<file path="src/rtl/mem_arbiter.sv">
// mem_arbiter: round-robin arbiter sharing one single-port memory between
// NREQ requesters. It grants at most one access per cycle, drives the memory
// port in the same cycle, and routes each read response back to its issuer
// RD_LAT cycles later.
// Optional feature: define MEM_ARB_LOCK_EN to add a grant-lock FSM that lets
// a requester hold the memory across consecutive transfers via req_lock.
module mem_arbiter #(
  parameter int NREQ   = 4,
  parameter int AW     = 8,
  parameter int DW     = 16,
  parameter int RD_LAT = 1
) (
  input  logic              clk,
  input  logic              reset,
  input  logic [NREQ-1:0]   req_valid,
  output logic [NREQ-1:0]   req_ready,
  input  logic [NREQ-1:0]   req_we,
  input  logic [NREQ*AW-1:0] req_addr,
  input  logic [NREQ*DW-1:0] req_wdata,
  input  logic [NREQ-1:0]   req_lock,
  output logic [NREQ-1:0]   rsp_valid,
  output logic [DW-1:0]     rsp_rdata,
  output logic              mem_en,
  output logic              mem_we,
  output logic [AW-1:0]     mem_addr,
  output logic [DW-1:0]     mem_wdata,
  input  logic [DW-1:0]     mem_rdata
);

  localparam int IW = (NREQ > 1) ? $clog2(NREQ) : 1;

  logic [IW-1:0]   last_r;
  logic [NREQ-1:0] elig_s;
  logic            found_s;
  logic [IW-1:0]   gidx_s;
  logic [IW:0]     cand_s;
  logic            xfer_s;
  logic [RD_LAT-1:0] pipe_v_r;
  logic [IW-1:0]   pipe_i_r [RD_LAT];

`ifdef MEM_ARB_LOCK_EN
  typedef enum logic [0:0] {ARB = 1'b0, LOCKED = 1'b1} lock_state_t;
  lock_state_t   state_r;
  logic [IW-1:0] owner_r;

  // While locked, only the owner may compete for the memory.
  always_comb begin
    elig_s = req_valid;
    if (state_r == LOCKED) begin
      elig_s          = {NREQ{1'b0}};
      elig_s[owner_r] = req_valid[owner_r];
    end else begin
      elig_s = req_valid;
    end
  end

  // Lock FSM: enter on a locked transfer, leave on an unlocked transfer or owner idle.
  always_ff @(posedge clk) begin
    if (reset) begin
      state_r <= ARB;
      owner_r <= {IW{1'b0}};
    end else begin
      case (state_r)
        ARB: begin
          if (xfer_s && req_lock[gidx_s]) begin
            state_r <= LOCKED;
            owner_r <= gidx_s;
          end else begin
            state_r <= ARB;
          end
        end
        LOCKED: begin
          if (!req_valid[owner_r]) begin
            state_r <= ARB;
          end else if (xfer_s && !req_lock[owner_r]) begin
            state_r <= ARB;
          end else begin
            state_r <= LOCKED;
          end
        end
        default: state_r <= ARB;
      endcase
    end
  end
`else
  logic unused_lock_s;
  assign elig_s        = req_valid;
  assign unused_lock_s = |req_lock;
`endif

  // Round-robin search starting one past the last winner, wrapping modulo NREQ.
  always_comb begin
    found_s = 1'b0;
    gidx_s  = {IW{1'b0}};
    cand_s  = {(IW+1){1'b0}};
    for (int k = 1; k <= NREQ; k++) begin
      cand_s = {1'b0, last_r} + (IW+1)'(k);
      if (cand_s >= (IW+1)'(NREQ)) begin
        cand_s = cand_s - (IW+1)'(NREQ);
      end else begin
        cand_s = cand_s;
      end
      if (!found_s && elig_s[cand_s[IW-1:0]]) begin
        found_s = 1'b1;
        gidx_s  = cand_s[IW-1:0];
      end else begin
        gidx_s = gidx_s;
      end
    end
  end

  assign xfer_s = found_s & ~reset;

  // Drive the grant and the memory port from the winning requester.
  always_comb begin
    req_ready = {NREQ{1'b0}};
    mem_en    = 1'b0;
    mem_we    = 1'b0;
    mem_addr  = {AW{1'b0}};
    mem_wdata = {DW{1'b0}};
    if (xfer_s) begin
      req_ready[gidx_s] = 1'b1;
      mem_en            = 1'b1;
      mem_we            = req_we[gidx_s];
      mem_addr          = req_addr[gidx_s*AW +: AW];
      mem_wdata         = req_wdata[gidx_s*DW +: DW];
    end else begin
      req_ready = {NREQ{1'b0}};
      mem_en    = 1'b0;
    end
  end

  // Priority pointer: remember the last winner so it goes to the back of the line.
  always_ff @(posedge clk) begin
    if (reset) begin
      last_r <= IW'(NREQ-1);
    end else if (xfer_s) begin
      last_r <= gidx_s;
    end else begin
      last_r <= last_r;
    end
  end

  // Read tracker: one {valid, index} slot per cycle of memory read latency.
  always_ff @(posedge clk) begin
    if (reset) begin
      pipe_v_r <= {RD_LAT{1'b0}};
      for (int i = 0; i < RD_LAT; i++) begin
        pipe_i_r[i] <= {IW{1'b0}};
      end
    end else begin
      pipe_v_r[0] <= xfer_s & ~mem_we;
      pipe_i_r[0] <= gidx_s;
      for (int i = 1; i < RD_LAT; i++) begin
        pipe_v_r[i] <= pipe_v_r[i-1];
        pipe_i_r[i] <= pipe_i_r[i-1];
      end
    end
  end

  // Route returning read data to its issuer; quiet while reset is held.
  always_comb begin
    rsp_valid = {NREQ{1'b0}};
    rsp_rdata = {DW{1'b0}};
    if (pipe_v_r[RD_LAT-1] && !reset) begin
      rsp_valid[pipe_i_r[RD_LAT-1]] = 1'b1;
      rsp_rdata                     = mem_rdata;
    end else begin
      rsp_valid = {NREQ{1'b0}};
      rsp_rdata = {DW{1'b0}};
    end
  end

endmodule

</file>
<file path="config.mk">
export PLATFORM = sky130hd
export DESIGN_NAME = mem_arbiter
export DESIGN_NICKNAME = d
export VERILOG_FILES = /design/src/rtl/mem_arbiter.sv
export SDC_FILE = /design/constraint.sdc
export NUM_CORES = 1
export LEC_CHECK = 0
export BUFFER_PORTS_ARGS = -buffer_cell sky130_fd_sc_hd__buf_2
export CAP_MARGIN = 25
export CORE_MARGIN = 2
export CORE_UTILIZATION = 29
export DETAILED_ROUTE_END_ITERATION = 8
export PLACE_DENSITY = 0.79
export SLEW_MARGIN = 25
export SYNTH_ARGS = -nofsm -noshare
export SYNTH_HDL_FRONTEND = slang
export SYNTH_SLANG_ARGS = --single-unit
</file>
<file path="constraint.sdc">
create_clock -name clk -period 1.6 [get_ports clk]
set_input_delay 0.16 -clock clk [delete_from_list [all_inputs] [get_ports clk]]
set_output_delay 0.16 -clock clk [all_outputs]
set_load 0.03 [all_outputs]
</file>
==> Word level (Yosys, flattened, before mapping) <==
Memories as Yosys holds them, arrays and structs flattened.
Index checks and enable logic that the tools add are counted.
{ "word_totals": {"elab_cells": 78, "register_bits": 3, "ram_bits": 2, "input_bits": 126, "memories": 1, "output_inout_bits": 50} }
{ "memory_table": {"columns": ["memory", "words", "width", "rd", "rd_ports_with_merged_regs", "write_ports", "line_no", "rtl"], "rows": [
  ["pipe_i_r", 1, 2, 1, 0, 1, "39", "logic [IW-1:0] pipe_i_r [RD_LAT];"]
]} }
{ "op_classes": {"bitwise": 4, "n_addsub": 8, "shift": 2, "n_reduce_logical": 11, "order_cmp": 12, "n_mux": 38} }
{ "op_table": {"columns": ["op", "count"], "rows": [
  ["variable part select 64 x 7 -> 16 bit", 1],
  ["two-way mux 16 bit", 2],
  ["variable part select 32 x 6 -> 8 bit", 1],
  ["< comparator 2 x 3 -> 1 bit, second input constant", 6],
  ["two-way mux 2 bit", 9],
  ["two-way mux 1 bit", 17],
  ["greater-or-equal comparator 3 bit, second input constant", 4],
  ["binary-select mux 1 bit (select 2 bit)", 5],
  ["two-way mux 4 bit", 2],
  ["two-way mux 8 bit", 1],
  ["subtractor 2 x 1 -> 2 bit, second input constant", 4],
  ["adder 2 x 2 -> 3 bit, second input constant", 2],
  ["logical AND 1 bit", 6],
  ["demux 1 bit (select 2 bit)", 2],
  ["greater-or-equal comparator 2 x 1 -> 1 bit, second input constant", 2],
  ["zero test 1 bit", 4],
  ["adder 2 x 1 -> 3 bit, second input constant", 1],
  ["adder 2 x 3 -> 3 bit, second input constant", 1],
  ["bitwise AND 1 bit", 2],
  ["inverter 1 bit", 2],
  ["OR reduction 2 bit", 1]
]} }

==> Depth between registers and ports, before layout <==
Gate-level depths: netlist (run 1).
{ "logic_depth": {"word_depth": 20, "mapped_depth": 7, "depth_no_buf": 6} }

==> Worst setup path before layout (run 1) <==
No wires, ideal clock.
{ "synth_path": {"kind": "register to output", "from": "register last_r[0]", "to": "output port mem_wdata[3]", "arrival_time_ps": 1684, "required_time_ps": 1440, "path_buffers": 2, "stages_incl_launch_ff": 8, "slack_ps": -244, "path_cell_list": "dfxtp_1 nand2b_1 o211ai_1 o221ai_2 or2_1 buf_4 buf_6 o22ai_1"} }
{ "synth_via": {"elab_chain_cells": 17, "elab_cells_between_ends": 41, "classes_between": "add/sub (8); order compare (4); shift (1); mux (21); bitwise (1); reduce/logical (6)"} }
{ "synth_rtl": {"columns": ["item", "line_no", "rtl"], "rows": [
  ["from (decl)", "32", "logic [IW-1:0] last_r;"],
  ["from (signal assigned)", "136", "last_r <= IW'(NREQ-1);"],
  ["from (signal assigned)", "138", "last_r <= gidx_s;"],
  ["from (signal assigned)", "140", "last_r <= last_r;"],
  ["adder 2 x 1 -> 3 bit", "97", "cand_s = {1'b0, last_r} + (IW+1)'(k);"],
  ["greater-or-equal comparator 3 bit or subtractor 2 x 1 -> 2 bit (tied branches)", "98, 99", null],
  ["two-way mux 2 bit", "98", "if (cand_s >= (IW+1)'(NREQ)) begin"],
  ["binary-select mux 1 bit (select 2 bit)", "103", "if (!found_s && elig_s[cand_s[IW-1:0]]) begin"],
  ["two-way mux 1 bit (implied by the code)", "103", null],
  ["two-way mux 1 bit", "103", null],
  ["zero test 1 bit", "103", null],
  ["logical AND 1 bit", "103", null],
  ["two-way mux 1 bit", "103", null],
  ["zero test 1 bit", "103", null],
  ["logical AND 1 bit", "103", null],
  ["two-way mux 1 bit", "103", null],
  ["zero test 1 bit", "103", null],
  ["logical AND 1 bit", "103", null],
  ["two-way mux 2 bit or two-way mux 1 bit (tied branches)", "103", null],
  ["variable part select 64 x 7 -> 16 bit or bitwise AND 1 bit (tied branches)", "126, 112", null],
  ["two-way mux 16 bit (*)", "121", "if (xfer_s) begin"],
  ["to (decl)", "26", "output logic [DW-1:0] mem_wdata,"]
]} }
Mark *: on every way between the ends. The rest lies on a longest branch, timed or not. The select of a mux whose other input is x is not followed.

==> Final worst setup path (run 1) <==
{ "layout_path": {"from": "register last_r[0]", "to": "output port mem_wdata[9]"} }
The elaborated chain is that of the path after synthesis.

==> impl_metrics.env, run 1 <==
export IMPL_status="complete, but fails checks"
export IMPL_violations="negative setup slack"
export IMPL_root_buffer="clkbuf_8"
export IMPL_synthTopCellsByCount="mux2i_1 (50), and2_1 (16), o22ai_2 (16), o22ai_1 (9), nor2_1 (8)"
export IMPL_worstMarginPinSlew_ns=0.291
export IMPL_antenna_left=0
export IMPL_finalPower_mw=1.98
export IMPL_vdd_drop_max_mv=0.345
export IMPL_fin_skew_ns=0.00445
export IMPL_insertion_delay_ns=0.22
export IMPL_synth_edf_count=0
export IMPL_antennaDiodeCount=0
export IMPL_busiest_layer="met2"
export IMPL_cts_tree="yes"
export IMPL_max_freq_ghz=0.491
export IMPL_startpoint="last_r[0]$_SDFFE_PP1P_"
export IMPL_rsz0062_at_grt="yes"
export IMPL_wl_mm=6.08
export IMPL_met3_usage_pct=4.42
export IMPL_met1_usage_pct=21.2
export IMPL_drc_errors=0
export IMPL_timing_critical_path_mode_cell="buf_6"
export IMPL_track_usage_pct=20.4
export IMPL_path_class="flop to output port"
export IMPL_hold_violations=0
export IMPL_ys_types=28
export IMPL_grt_overflow=0
export IMPL_synth_seq_cells=5
export IMPL_crit_path_end_kind="output port"
export IMPL_hpwl_mm=4.05
export IMPL_clockBufferDepth=2
export IMPL_fin_nets=459
export IMPL_chipHeight_um=70.9
export IMPL_synth_fp_nets=268
export IMPL_syn_to_final_growth_pct=130
export IMPL_synth_most_common_cell="mux2i_1"
export IMPL_grt_pass1_wl_mm=8.28
export IMPL_drt_initial_drc_count=47
export IMPL_start_util_pct=30.0
export IMPL_first_pass_iters=4
export IMPL_grt_max_degree=24
export IMPL_numCtsBuffers=3
export IMPL_drive_above_1_share_pct=82.5
export IMPL_hold_path_class="primary input to flop"
export IMPL_synth_top_cell_area_share_pct=38.6
export IMPL_holdCritStartpoint="reset"
export IMPL_nFillCells=332
export IMPL_cts_sinks=5
export IMPL_p_per_area_nw_per_um2=663
export IMPL_viasPerCell=4.98
export IMPL_cp_cell_sequence="nand2b_4 -> a21oi_2 -> a211oi_4 -> buf_6 -> buf_12 -> mux2i_1 -> o22ai_2 -> buf_6"
export IMPL_grt_util_met2_pct=39.9
export IMPL_worstPathBufferInverterCount=3
export IMPL_io_buffers=171
export IMPL_dp_slack_ns=-0.306
export IMPL_die_w_um=70.9
export IMPL_period_needed_ns=2.04
export IMPL_async_reset_ff_share_pct=0
export IMPL_synth_cells=142
export IMPL_synth_area_um2=1300
export IMPL_drv_slew=0
export IMPL_cts_htree_levels=1
export IMPL_ys_flop_type="dfxtp_1"
export IMPL_dieArea_um2=5020
export IMPL_cp_top_family="buffers and inverters"
export IMPL_r2r_start="last_r[0]$_SDFFE_PP1P_"
export IMPL_synth_seq_area_share_pct=7.72
export IMPL_arrival_ns=1.88
export IMPL_path_max_fanout=14
export IMPL_via_count=1914
export IMPL_antenna_found_initial=0
export IMPL_setup_violations=30
export IMPL_syn_avg_cell_area_um2=9.13
export IMPL_grt_pass1_vias=1890
export IMPL_crit_required_ns=1.44
export IMPL_yosys_top_cells_area="mux2i_1 (39%), o22ai_2 (15%), and2_1 (7.7%)"
export IMPL_placementRows=24
export IMPL_period_share_pct=127
export IMPL_io_pins=176
export IMPL_fin_ws_ns=-0.436
export IMPL_p_leak_nw=1.51
export IMPL_critPathLaunchType="flop"
export IMPL_place_congestion=0.749
export IMPL_relSlewSlack_pct=80.6
export IMPL_cpPeakStageDelay_ns=0.33
export IMPL_route_detailed_wl_per_inst_um=15.8
export IMPL_drv_cap=0
export IMPL_yosysTopAreaCell="mux2i_1"
export IMPL_yosysWarnings=0
export IMPL_core_area_um2=4320
export IMPL_fin_tns_setup_ns=-10.67
export IMPL_cpMaxStageDelayCell="dfxtp_2"
export IMPL_cts_clk_slew_worst_paths_ns=0.04
power by group:
part           internal [mW]  total, mW  leakage, nW  switching [mW]
combinational          0.809       1.59         1.45           0.781
clock                  0.171      0.238       0.0228          0.0665
sequential             0.140      0.150       0.0412         0.00982
total                   1.12       1.98         1.51           0.857
cell families after synthesis:
family / synth area share (%)
AOI/OAI and AO/OA: 24.8
buffers and inverters: 12.5
DFF: 7.72
muxes: 38.6
and+or+nand+nor: 16.4
registers in the layout, summed over array words and instances (netlist names):
signal    cells
pipe_v_r      1
pipe_i_r      2
last_r        2
placed cells by master, fill, tap and decap left out, types with 2 or more instances in the layout:
master / n
nor2_1: 3
a21oi_1: 2
mux2i_1: 20
nor2_4: 3
mux2i_2: 18
dfxtp_2: 2
buf_6: 32
buf_12: 5
mux2i_4: 12
nand2b_4: 2
nor2_2: 2
o22ai_2: 24
dfxtp_1: 3
buf_4: 17
clkbuf_8: 3
buf_2: 142
and2_1: 16
nand2_1: 3
inv_1: 2
routing by layer:
metal  part of all wire (%)  up-vias  wire (um)
met2                     55      119       3340
met5                      0        -          0
li1                       -      919          -
met1                     34      862       2080
met3                    8.4       14        513
met4                    2.4        0        143
final cells by class:
class / instances / area, um2 / share of cell area, %
Clock buffer: 4 / 45.0 / 1.51
Sequential cell: 5 / 103 / 3.44
Multi-Input combinational cell: 121 / 1390 / 46.6
Timing Repair Buffer: 199 / 1370 / 45.8
Inverter: 3 / 13.8 / 0.461
Tap cell: 52 / 65.1 / 2.18
worst register-to-register path: cells and delay by family (launching register included):
kind	cells	cell delay (ns)
AO/OA/AOI/OAI	3	0.48
AND/OR/NAND/NOR	1	0.14
multiplexers	1	0.19
buffers and inverters	4	0.57
flip-flops	1	0.31
what timing repair did:
action	CTS	global route
setup endpoints to repair	30	32
hold endpoints to repair	0	0
cloned	3	2
buffers inserted	5	2
resized for setup	77	38
pin swaps	5	5
hold buffers	0	0
path summary, 6_finish.rpt:
path,end,slack (ns),cells past startpoint
hold / removal,pipe_i_r[0][0]$_SDFF_PP0_,0.20,2
hold reg to reg,last_r[0]$_SDFFE_PP1P_,0.48,2
setup reg to reg,pipe_v_r$_SDFF_PP0_,-0.21,9
setup / recovery,mem_wdata[9],-0.44,8
per-stage QoR:
step	cell area [um2]	hold WS, ns	utilization [%]	instances
finish	2980	0.203	69.0	384
global route	2980	0.218	69.0	384
CTS	2810	0.196	65.0	383
detailed placement	2370	0.433	54.9	371
global placement	2370	0.432	54.9	371
floorplan	1420	0.232	-	142
Note: power is estimated with default switching activity, not from simulation.
==> run 2, diff against run 1 <==
--- a/config.mk
+++ b/config.mk
@@ -5,12 +5,13 @@
 export SDC_FILE = /design/constraint.sdc
 export NUM_CORES = 1
 export LEC_CHECK = 0
+export ABC_AREA = 1
 export BUFFER_PORTS_ARGS = -buffer_cell sky130_fd_sc_hd__buf_2
 export CAP_MARGIN = 25
 export CORE_MARGIN = 2
-export CORE_UTILIZATION = 29
+export CORE_UTILIZATION = 35
 export DETAILED_ROUTE_END_ITERATION = 8
-export PLACE_DENSITY = 0.79
+export PLACE_DENSITY = 0.8
 export SLEW_MARGIN = 25
 export SYNTH_ARGS = -nofsm -noshare
 export SYNTH_HDL_FRONTEND = slang
==> constraint.sdc (replaced) <==
create_clock -name clk -period 2.17 [get_ports clk]
set_input_delay 0.217 -clock clk [delete_from_list [all_inputs] [get_ports clk]]
set_output_delay 0.217 -clock clk [all_outputs]
set_load 0.03 [all_outputs]
==> run 2 against run 1 <==
The flow still finishes with violations (negative setup slack). Routed wire length rose by 48%. Sequential share of layout area fell by 0.58 points. Synthesized cell count rose to 2.5 times the previous value.
==> impl_metrics.env, run 2 <==
export IMPL_status="complete, but fails checks"
export IMPL_violations="negative setup slack"
export IMPL_numCtsBuffers=3
export IMPL_hold_violations=0
export IMPL_p_int_mw=4.14
export IMPL_fin_tns_setup_ns=-6.40
export IMPL_setup_violations=30
export IMPL_wl_mm=9.00
export IMPL_met1_usage_pct=30.7
export IMPL_vdd_drop_max_mv=1.67
export IMPL_synth_most_common_cell="nand2_1"
export IMPL_io_pins=176
export IMPL_chipHeight_um=73.1
export IMPL_ys_types=22
export IMPL_place_area_um2=2750
export IMPL_period_needed_ns=2.47
export IMPL_synth_seq_cells=5
export IMPL_period_share_pct=114
export IMPL_hold_buffers=0
export IMPL_cts_htree_levels=1
export IMPL_cpMaxStageDelayCell="dfxtp_4"
export IMPL_p_per_area_nw_per_um2=2430
export IMPL_syn_avg_cell_area_um2=4.64
export IMPL_yosysTopAreaCell="nand2_1"
export IMPL_stdcell_count=614
export IMPL_cts_tree="yes"
export IMPL_rsz0062_at_grt="yes"
export IMPL_fin_skew_ns=0.00555
export IMPL_start_util_pct=35.9
export IMPL_r2r_start="last_r[0]$_SDFFE_PP1P_"
export IMPL_seq_power_share_pct=2.1
export IMPL_yosys_top_cells_area="nand2_1 (41%), nand3_1 (16%), a21oi_1 (7.8%)"
export IMPL_arrival_ns=2.25
export IMPL_grt_util_met2_pct=53.7
export IMPL_placementRows=25
export IMPL_hpwl_mm=5.25
export IMPL_reg_top3="last_r x2, pipe_i_r x2, pipe_v_r x1"
export IMPL_path_max_fanout=7
export IMPL_synth_area_um2=1670
export IMPL_holdCritStartpoint="reset"
export IMPL_p_comb_share_pct=95.9
export IMPL_grt_pass1_wl_mm=11.8
export IMPL_drc_errors=0
export IMPL_core_area_um2=4660
export IMPL_synth_top_cell_area_share_pct=40.9
export IMPL_final_cell_mix="buf_2 (142), nand2_1 (125), nand2_2 (52)"
export IMPL_clockBufferDepth=2
export IMPL_via_count=3198
export IMPL_p_sw_share_pct=54.7
export IMPL_dieArea_um2=5350
export IMPL_crit_path_end_kind="output port"
export IMPL_drv_cap=0
export IMPL_final_area_um2=3760
export IMPL_synthTopCellsByCount="nand2_1 (182), nand3_1 (54), a21oi_1 (26), inv_1 (25), nor2_1 (21)"
export IMPL_synth_cells=360
export IMPL_root_buffer="clkbuf_8"
export IMPL_path_class="flop to output port"
export IMPL_finalPower_mw=9.12
export IMPL_postLayoutCoreUtil_pct=80.7
export IMPL_busiest_layer="met2"
export IMPL_async_reset_ff_share_pct=0
export IMPL_drt_initial_drc_count=175
export IMPL_die_w_um=73.1
export IMPL_hold_path_class="primary input to flop"
export IMPL_relSlewSlack_pct=60.7
export IMPL_hold_path_depth=2
export IMPL_p_leak_nw=2.17
export IMPL_dp_cells=582
export IMPL_grt_max_degree=27
export IMPL_met3_usage_pct=3.73
export IMPL_track_usage_pct=27.7
export IMPL_cp_cell_sequence="inv_6 -> nand2_2 -> nand2_2 -> nand2_2 -> nand2_4 -> nor2_4 -> nand3_4 -> nand2_8 -> buf_8 -> buf_12 -> nand3_1 -> nand2_2 -> nand2_4 -> a21oi_4 -> buf_6"
export IMPL_drive_above_1_share_pct=60.9
export IMPL_fin_ws_ns=-0.296
export IMPL_place_congestion=0.880
export IMPL_grt_pass1_vias=2749
export IMPL_cts_clk_slew_worst_paths_ns=0.04
export IMPL_first_pass_iters=4
export IMPL_synth_fp_nets=486
export IMPL_clkPwrFrac_pct=2.0
export IMPL_synth_seq_area_share_pct=5.99
export IMPL_final_common_cell="buf_2"
export IMPL_yosysWarnings=0
export IMPL_worstMarginPinSlew_ns=0.588
export IMPL_syn_to_final_growth_pct=125
export IMPL_fin_nets=687
export IMPL_antenna_found_initial=0
export IMPL_startpoint="last_r[0]$_SDFFE_PP1P_"
export IMPL_viasPerCell=5.21
export IMPL_max_freq_ghz=0.405
export IMPL_reg2regPathDepth=20
export IMPL_drv_slew=0
export IMPL_io_buffers=171
export IMPL_ys_flop_type="dfxtp_1"
export IMPL_cts_sinks=5
export IMPL_insertion_delay_ns=0.23
export IMPL_nFillCells=305
export IMPL_antennaDiodeCount=0
export IMPL_cpPeakStageDelay_ns=0.39
export IMPL_timing_critical_path_mode_cell="nand2_2"
export IMPL_grt_overflow=0
export IMPL_crit_required_ns=1.95
export IMPL_switchingPower_mw=4.99
export IMPL_route_detailed_wl_per_inst_um=14.7
export IMPL_critPathLaunchType="flop"
export IMPL_synth_edf_count=0
export IMPL_antenna_left=0
-- run 2: through the flow --
step,hold slack (ns),worst slack (ns)
global placement,0.393,-0.0444
floorplan,0.289,0.0125
finish,0.173,-0.296
global route,0.177,-0.378
CTS,0.165,-0.153
detailed placement,0.391,-0.0755
-- run 2: critical path, delay by kind of cell, from the launching register on --
| kind | cells | cell delay (ns) |
|---|---|---|
| AND/OR/NAND/NOR | 10 | 0.99 |
| buffers and inverters | 4 | 0.47 |
| flip-flops | 1 | 0.39 |
| AO/OA/AOI/OAI | 1 | 0.14 |
-- run 2: area by class of cell --
type                            count  area [um2]  share of cell area (%)
Clock buffer                        4        45.0                    1.20
Inverter                           28         125                    3.33
Timing Repair Buffer              218        1630                    43.4
Tap cell                           54        67.6                    1.80
Multi-Input combinational cell    303        1740                    46.2
Sequential cell                     5         108                    2.86
Timing Repair inverter              2        46.3                    1.23
-- run 2: logic make-up (layout without fill, tap and decap cells) --
kind of cell,count (synthesis),in the layout,synth area share [%]
AND/OR/NAND/NOR,274,274,69.4
buffers and inverters,52,252,15.6
AO/OA/AOI/OAI,29,29,8.98
flip-flops,5,5,5.99
-- run 2: metal layers --
metal	wire, um	up-vias	part of all wire (%)
met5	0	-	0
met4	265	0	2.9
met3	798	28	8.9
met2	4810	180	53
met1	3120	1458	35
li1	-	1532	-
-- run 2: power by group through the flow --
stage	Sequential, mW	Clock (mW)	Combinational, mW
final	0.190	0.185	8.75
after global routing	0.196	0.184	9.31
after CTS	0.180	0.173	7.36
after detailed placement	0.170	0	5.38
after global placement	0.167	0	5.32
after floorplan	0.164	0	3.99
-- run 2: worst paths after layout --
kind | end | slack, ns
setup reg to reg | pipe_v_r$_SDFF_PP0_ | -0.16
hold / removal | pipe_i_r[0][0]$_SDFF_PP0_ | 0.17
hold reg to reg | last_r[1]$_SDFFE_PP1P_ | 0.71
setup / recovery | mem_addr[2] | -0.30
-- run 2: timing repair --
item / 4_1_cts / 5_1_grt
resized for setup: 95 / 85
endpoints found under the hold margin: 0 / 0
setup endpoints to repair: 29 / 30
buffers inserted: 18 / 2
gates cloned: 6 / 3
pin swaps: 20 / 65
